**config.mk**
```make
export PLATFORM = sky130hd
export DESIGN_NAME = horloge_ctrl
export DESIGN_NICKNAME = d
export VERILOG_FILES = /design/src/rtl/horloge_ctrl.sv
export SDC_FILE = /design/constraint.sdc
export NUM_CORES = 1
export LEC_CHECK = 0
export CORE_AREA = 2 2 96 98
export DETAILED_ROUTE_END_ITERATION = 8
export DIE_AREA = 0 0 98 100
export PLACE_DENSITY = 0.53
export SLEW_MARGIN = 25
export SYNTH_ARGS = -nofsm -noshare
export SYNTH_HDL_FRONTEND = slang
export SYNTH_SLANG_ARGS = --single-unit
```
**constraint.sdc**
```tcl
create_clock -name clock -period 5 [get_ports clock]
set_clock_uncertainty 0.2 [all_clocks]
set_input_delay 1 -clock clock [delete_from_list [all_inputs] [get_ports clock]]
set_output_delay 1 -clock clock [all_outputs]
set_load 0.1 [all_outputs]
```
**src/rtl/horloge_ctrl.sv**
```systemverilog
// Digital clock controller: 1 Hz prescaler, HH:MM:SS counters and a
// three-state set mode (RUN -> SET_HOUR -> SET_MIN) driven by button pulses.
module horloge_ctrl #(
  parameter int TICK_DIV = 50000000
) (
  input  logic       clock,
  input  logic       reset_n,
  input  logic       btn_mode,
  input  logic       btn_inc,
  output logic       tick_1hz,
  output logic [5:0] sec,
  output logic [5:0] min,
  output logic [4:0] hour,
  output logic [1:0] mode,
  output logic       blink
);

  localparam int PW = $clog2(TICK_DIV);
  localparam logic [PW-1:0] P_MAX  = PW'(TICK_DIV - 1);
  localparam logic [PW-1:0] P_HALF = PW'(TICK_DIV / 2 - 1);

  // Encoding is the mode output; 2'b11 is never entered.
  typedef enum logic [1:0] {
    RUN      = 2'b00,
    SET_HOUR = 2'b01,
    SET_MIN  = 2'b10
  } state_e;

  state_e        state_q, state_d;
  logic [PW-1:0] presc_q, presc_d;
  logic [5:0]    sec_q, sec_d;
  logic [5:0]    min_q, min_d;
  logic [4:0]    hour_q, hour_d;
  logic          tick_q, tick_d;
  logic          blink_q, blink_d;
  logic          presc_at_max;

  assign presc_at_max = (presc_q == P_MAX);

  always_comb begin
    state_d = state_q;
    presc_d = presc_at_max ? '0 : presc_q + 1'b1;
    sec_d   = sec_q;
    min_d   = min_q;
    hour_d  = hour_q;
    blink_d = 1'b0;
    tick_d  = 1'b0;

    case (state_q)
      RUN: begin
        if (presc_at_max) begin
          if (sec_q == 6'd59) begin
            sec_d = 6'd0;
            if (min_q == 6'd59) begin
              min_d  = 6'd0;
              hour_d = (hour_q == 5'd23) ? 5'd0 : hour_q + 5'd1;
            end else begin
              min_d = min_q + 6'd1;
            end
          end else begin
            sec_d = sec_q + 6'd1;
          end
        end
        // btn_inc is deliberately ignored here, including on a tick cycle.
        if (btn_mode) begin
          state_d = SET_HOUR;
          sec_d   = 6'd0;
          presc_d = '0;
        end
      end
      SET_HOUR: begin
        blink_d = (presc_q == P_HALF || presc_at_max) ? ~blink_q : blink_q;
        if (btn_mode) begin
          state_d = SET_MIN;
        end else if (btn_inc) begin
          hour_d = (hour_q == 5'd23) ? 5'd0 : hour_q + 5'd1;
        end
      end
      SET_MIN: begin
        blink_d = (presc_q == P_HALF || presc_at_max) ? ~blink_q : blink_q;
        if (btn_mode) begin
          state_d = RUN;
          presc_d = '0;
          blink_d = 1'b0;
        end else if (btn_inc) begin
          min_d = (min_q == 6'd59) ? 6'd0 : min_q + 6'd1;
        end
      end
      default: begin
        state_d = RUN;
        presc_d = '0;
      end
    endcase

    // Registered tick: high for the whole cycle in which the prescaler sits at max in RUN.
    tick_d = (state_d == RUN) && (presc_d == P_MAX);
  end

  always_ff @(posedge clock or negedge reset_n) begin
    if (!reset_n) begin
      state_q <= RUN;
      presc_q <= '0;
      sec_q   <= 6'd0;
      min_q   <= 6'd0;
      hour_q  <= 5'd0;
      tick_q  <= 1'b0;
      blink_q <= 1'b0;
    end else begin
      state_q <= state_d;
      presc_q <= presc_d;
      sec_q   <= sec_d;
      min_q   <= min_d;
      hour_q  <= hour_d;
      tick_q  <= tick_d;
      blink_q <= blink_d;
    end
  end

  assign tick_1hz = tick_q;
  assign sec      = sec_q;
  assign min      = min_q;
  assign hour     = hour_q;
  assign mode     = state_q;
  assign blink    = blink_q & (state_q != RUN);

endmodule
```
==> impl_metrics.py <==
metrics = {
    "clocking": {
        "cts_made_buffers": 5,
        "tritoncts": "done",
        "clkLatencyLatePin_ps": 300,
        "ctsHtreeMaxLevel": 2,
        "cts-root-to-sink-buffers": 2,
        "cts.sink_count": 47,
        "post_cts.resized_instances": 0,
        "clockRootBuffer": "sky130_fd_sc_hd__clkbuf_8",
        "cts-hold-fix-buffers": 0,
        "path_clk_slew_ps": 90,
        "post-cts-setup-buffers": 0,
    },
    "yosys": {
        "fraction_of_registers_with_async_set_or_reset_after_synthesis_pct": 100,
        "synth.area.mux_share_pct": 1.56,
        "synthesis_warnings": 0,
        "synth.net_count": 317,
        "arithmetic_cell_share_of_the_synthesized_area_counting_full_adders_half_adders_and_majority_gates_pct": 4.36,
        "main_combinational_cell_family_by_area_after_synthesis": "simple AND/OR/NAND/NOR gates",
        "synth_enable_flop_cells": 0,
        "compound_gate_fraction_of_synth_area_pct": 10.1,
        "ys_ff_latch": 47,
        "yosys.area_share.simple_pct": 29.6,
        "synth_cells": 304,
        "mappedNetlistArea_sq_mm": 0.00281,
        "synth_ff_type": "sky130_fd_sc_hd__dfrtp_1",
        "ys_seq_area_share_pct": 41.9,
        "synth_area_per_cell_sq_um": 9.24,
        "xor_xnor_cell_area_share_of_the_yosys_netlist_pct": 8.41,
        "post_synth_num_cell_types": 54,
    },
    "floorplanning": {
        "overall_die_area_sq_mm": 0.00980,
        "placeableCoreArea_sq_mm": 0.00889,
        "floorplan.initialDensity_pct": 31.6,
        "die_ht_microns": 100,
        "rows": 35,
        "floorplan.die.width_microns": 98,
        "floorplan.io_pins": 25,
    },
    "global_route": {
        "first_global_vias": 2226,
        "grt_pass1_wl_mm": 11.0,
        "global_route.overflow_total": 0,
        "initial_antenna_violation_count": 0,
        "groute.usage.overall_pct": 13.7,
        "grt_start_max_net_pins": 48,
    },
    "cells_and_area": {
        "area.growth.synth_to_final_pct": 15.6,
        "finalNonFillerCells": 439,
        "antenna-diode-count": 0,
        "layout.nets": 340,
        "post_route_cells_drive_above_1_share_pct": 7.32,
    },
    "critical_path": {
        "setup.worst_path.start_class": "flip-flop",
        "r2r_slack_ps": 1920,
        "critical_path.reg2reg.endpoint": "tick_1hz",
        "crit_arrival_ps": 2430,
        "end_kind": "output port",
        "worst_r2r_startpoint": "presc_q[0]",
        "critPathRequiredTime_ps": 3800,
        "criticalPathCategory": "reg2out",
        "r2r.worst_path.cells": 7,
        "worstPathMaxFanout": 9,
    },
    "timing": {
        "hold_viol": 0,
        "period_minus_slack_ps": 3630,
        "rsz0062_at_grt": "false",
        "worst_slew_slack_as_a_fraction_of_its_limit_pct": 34.1,
        "setup_total_negative_slack_ps": 0,
        "timing_max_transition_violations_final": 0,
        "timing.final.setup_violations": 0,
        "max_freq_mhz": 276,
        "tightest_hold_margin_ps": 294,
        "timing_worst_slew_pin_value_ps": 985,
        "post-route-period-util_pct": 72.6,
    },
    "route": {
        "drt-wirelength-per-cell_microns": 14.5,
        "starting_drc_count_in_detailed_routing": 72,
        "dr_total_vias": 2261,
        "detail_route.vias_per_cell": 5.15,
        "drt_drc_violations_left": 0,
        "first_pass_iters": 4,
        "detail-route-antenna-nets": 0,
        "drt_wl_total_mm": 6.36,
    },
    "pwr": {
        "total_power_uw": 1620,
        "powerDensity_mw_per_mm2": 500,
        "power_leakage_uw": 0.00133,
        "max-vdd-ir-drop_uv": 206,
    },
    "placement": {
        "port_bufs": 24,
        "gp_routability_congestion": 0.830,
        "dpl.hpwl_mm": 4.57,
        "numPlacedInstances": 431,
    },
    "min_path": {
        "hold_path.class": "reg2reg",
        "timing.hold.worst_endpoint": "hour[3]",
        "min_path_cells": 1,
        "worst_hold_path_startpoint": "hour[3]",
    },
    "run": {
        "max_cap_viol_count": 0,
    },
    "run_status": {
        "status": "finished, final reports clean",
    },
}
-- report_power, final --
group / internal, uW / switching (uW) / total, uW
Sequential: 440 / 83.6 / 524
Combinational: 203 / 598 / 801
Clock: 165 / 135 / 300
-- stage by stage --
stage	util [%]	setup slack, ps	cell area [sq um]
2_1_floorplan	-	896	2810
3_3_place_gp	35.1	1700	3120
3_5_place_dp	35.2	1690	3130
4_1_cts	36.5	1340	3250
5_1_grt	36.5	1240	3250
6_report	36.5	1370	3250
-- worst max-delay path, stage by stage (launching register included) --
cell                              delay, ps
sky130_fd_sc_hd__dfrtp_1                430
sky130_fd_sc_hd__inv_1                  100
sky130_fd_sc_hd__ha_1                   300
sky130_fd_sc_hd__nor2b_1                140
sky130_fd_sc_hd__clkdlybuf4s50_1       1150
-- registers in the layout (all words and copies together), names as in the netlist --
| register | flops |
|---|---|
| hour | 5 |
| mode | 2 |
| sec | 6 |
| min | 6 |
| tick_1hz | 1 |
| blink_q | 1 |
| presc_q | 26 |
-- area by class of cell --
type / count / area [sq um]
clock buffer: 6 / 82.6
tap: 111 / 139
multi-input combinational: 235 / 1520
sequential: 47 / 1180
clock inverter: 2 / 38.8
timing repair buffer: 25 / 245
fill: 905 / 5640
inverter: 13 / 48.8
-- placed cells by master (no fill, tap or decap), types with 3 or more instances in the layout --
cell                              netlist  layout
sky130_fd_sc_hd__nor4_1                 6       6
sky130_fd_sc_hd__nor2b_1                3       3
sky130_fd_sc_hd__clkbuf_8               1       6
sky130_fd_sc_hd__and3_1                 9       9
sky130_fd_sc_hd__nor2_1                41      41
sky130_fd_sc_hd__inv_1                 12      12
sky130_fd_sc_hd__xnor2_1               12      12
sky130_fd_sc_hd__nand4_1               12      12
sky130_fd_sc_hd__or3_1                  3       3
sky130_fd_sc_hd__o21ai_1                5       5
sky130_fd_sc_hd__nand3_1               16      16
sky130_fd_sc_hd__clkdlybuf4s50_1        0      23
sky130_fd_sc_hd__xor2_1                15      15
sky130_fd_sc_hd__o31ai_1                3       3
sky130_fd_sc_hd__nand2_1               28      28
sky130_fd_sc_hd__and2_1                 3       3
sky130_fd_sc_hd__mux2_2                 3       3
sky130_fd_sc_hd__o211ai_1               3       3
sky130_fd_sc_hd__ha_1                   9       9
sky130_fd_sc_hd__a31oi_1                3       3
sky130_fd_sc_hd__dfrtp_1               47      47
sky130_fd_sc_hd__o21ai_0               15      15
sky130_fd_sc_hd__nor3_1                 6       6
sky130_fd_sc_hd__a21oi_1                4       4
-- logic make-up (layout without fill, tap and decap cells) --
logic type,Yosys count,count (layout)
buf+inv,22,46
compound gates,44,44
flops,47,47
simple gates,150,150
xor+xnor,27,27
fa+ha+maj,10,10
mux,4,4
-- synth_stat cells (9+ instances only) --
cell type | count | share of area, %
sky130_fd_sc_hd__nand4_1 | 12 | 2.7
sky130_fd_sc_hd__o21ai_0 | 15 | 2.7
sky130_fd_sc_hd__ha_1 | 9 | 4.0
sky130_fd_sc_hd__nor2_1 | 41 | 5.5
sky130_fd_sc_hd__dfrtp_1 | 47 | 42
sky130_fd_sc_hd__xor2_1 | 15 | 4.7
sky130_fd_sc_hd__nand2_1 | 28 | 3.7
sky130_fd_sc_hd__and3_1 | 9 | 2.0
sky130_fd_sc_hd__inv_1 | 12 | 1.6
sky130_fd_sc_hd__xnor2_1 | 12 | 3.7
sky130_fd_sc_hd__nand3_1 | 16 | 2.8
-- layer usage --
metal  global-route usage, %  wire [microns]
met3                    3.41             267
met1                    18.6            3150
met4                    3.63              77
met5                       0               0
met2                    22.0            2860
-- worst max path at each step --
stage          startpoint        to  slack, ps  cells past startpoint
6_report          mode[0]     blink       1370                      4
5_1_grt           mode[0]     blink       1240                      4
4_1_cts           mode[0]     blink       1340                      4
3_5_place_dp     btn_mode  tick_1hz       1690                      8
3_3_place_gp      mode[0]     blink       1700                      4
2_1_floorplan     mode[0]     blink        900                      4
Power figures use the tool's default switching activity.
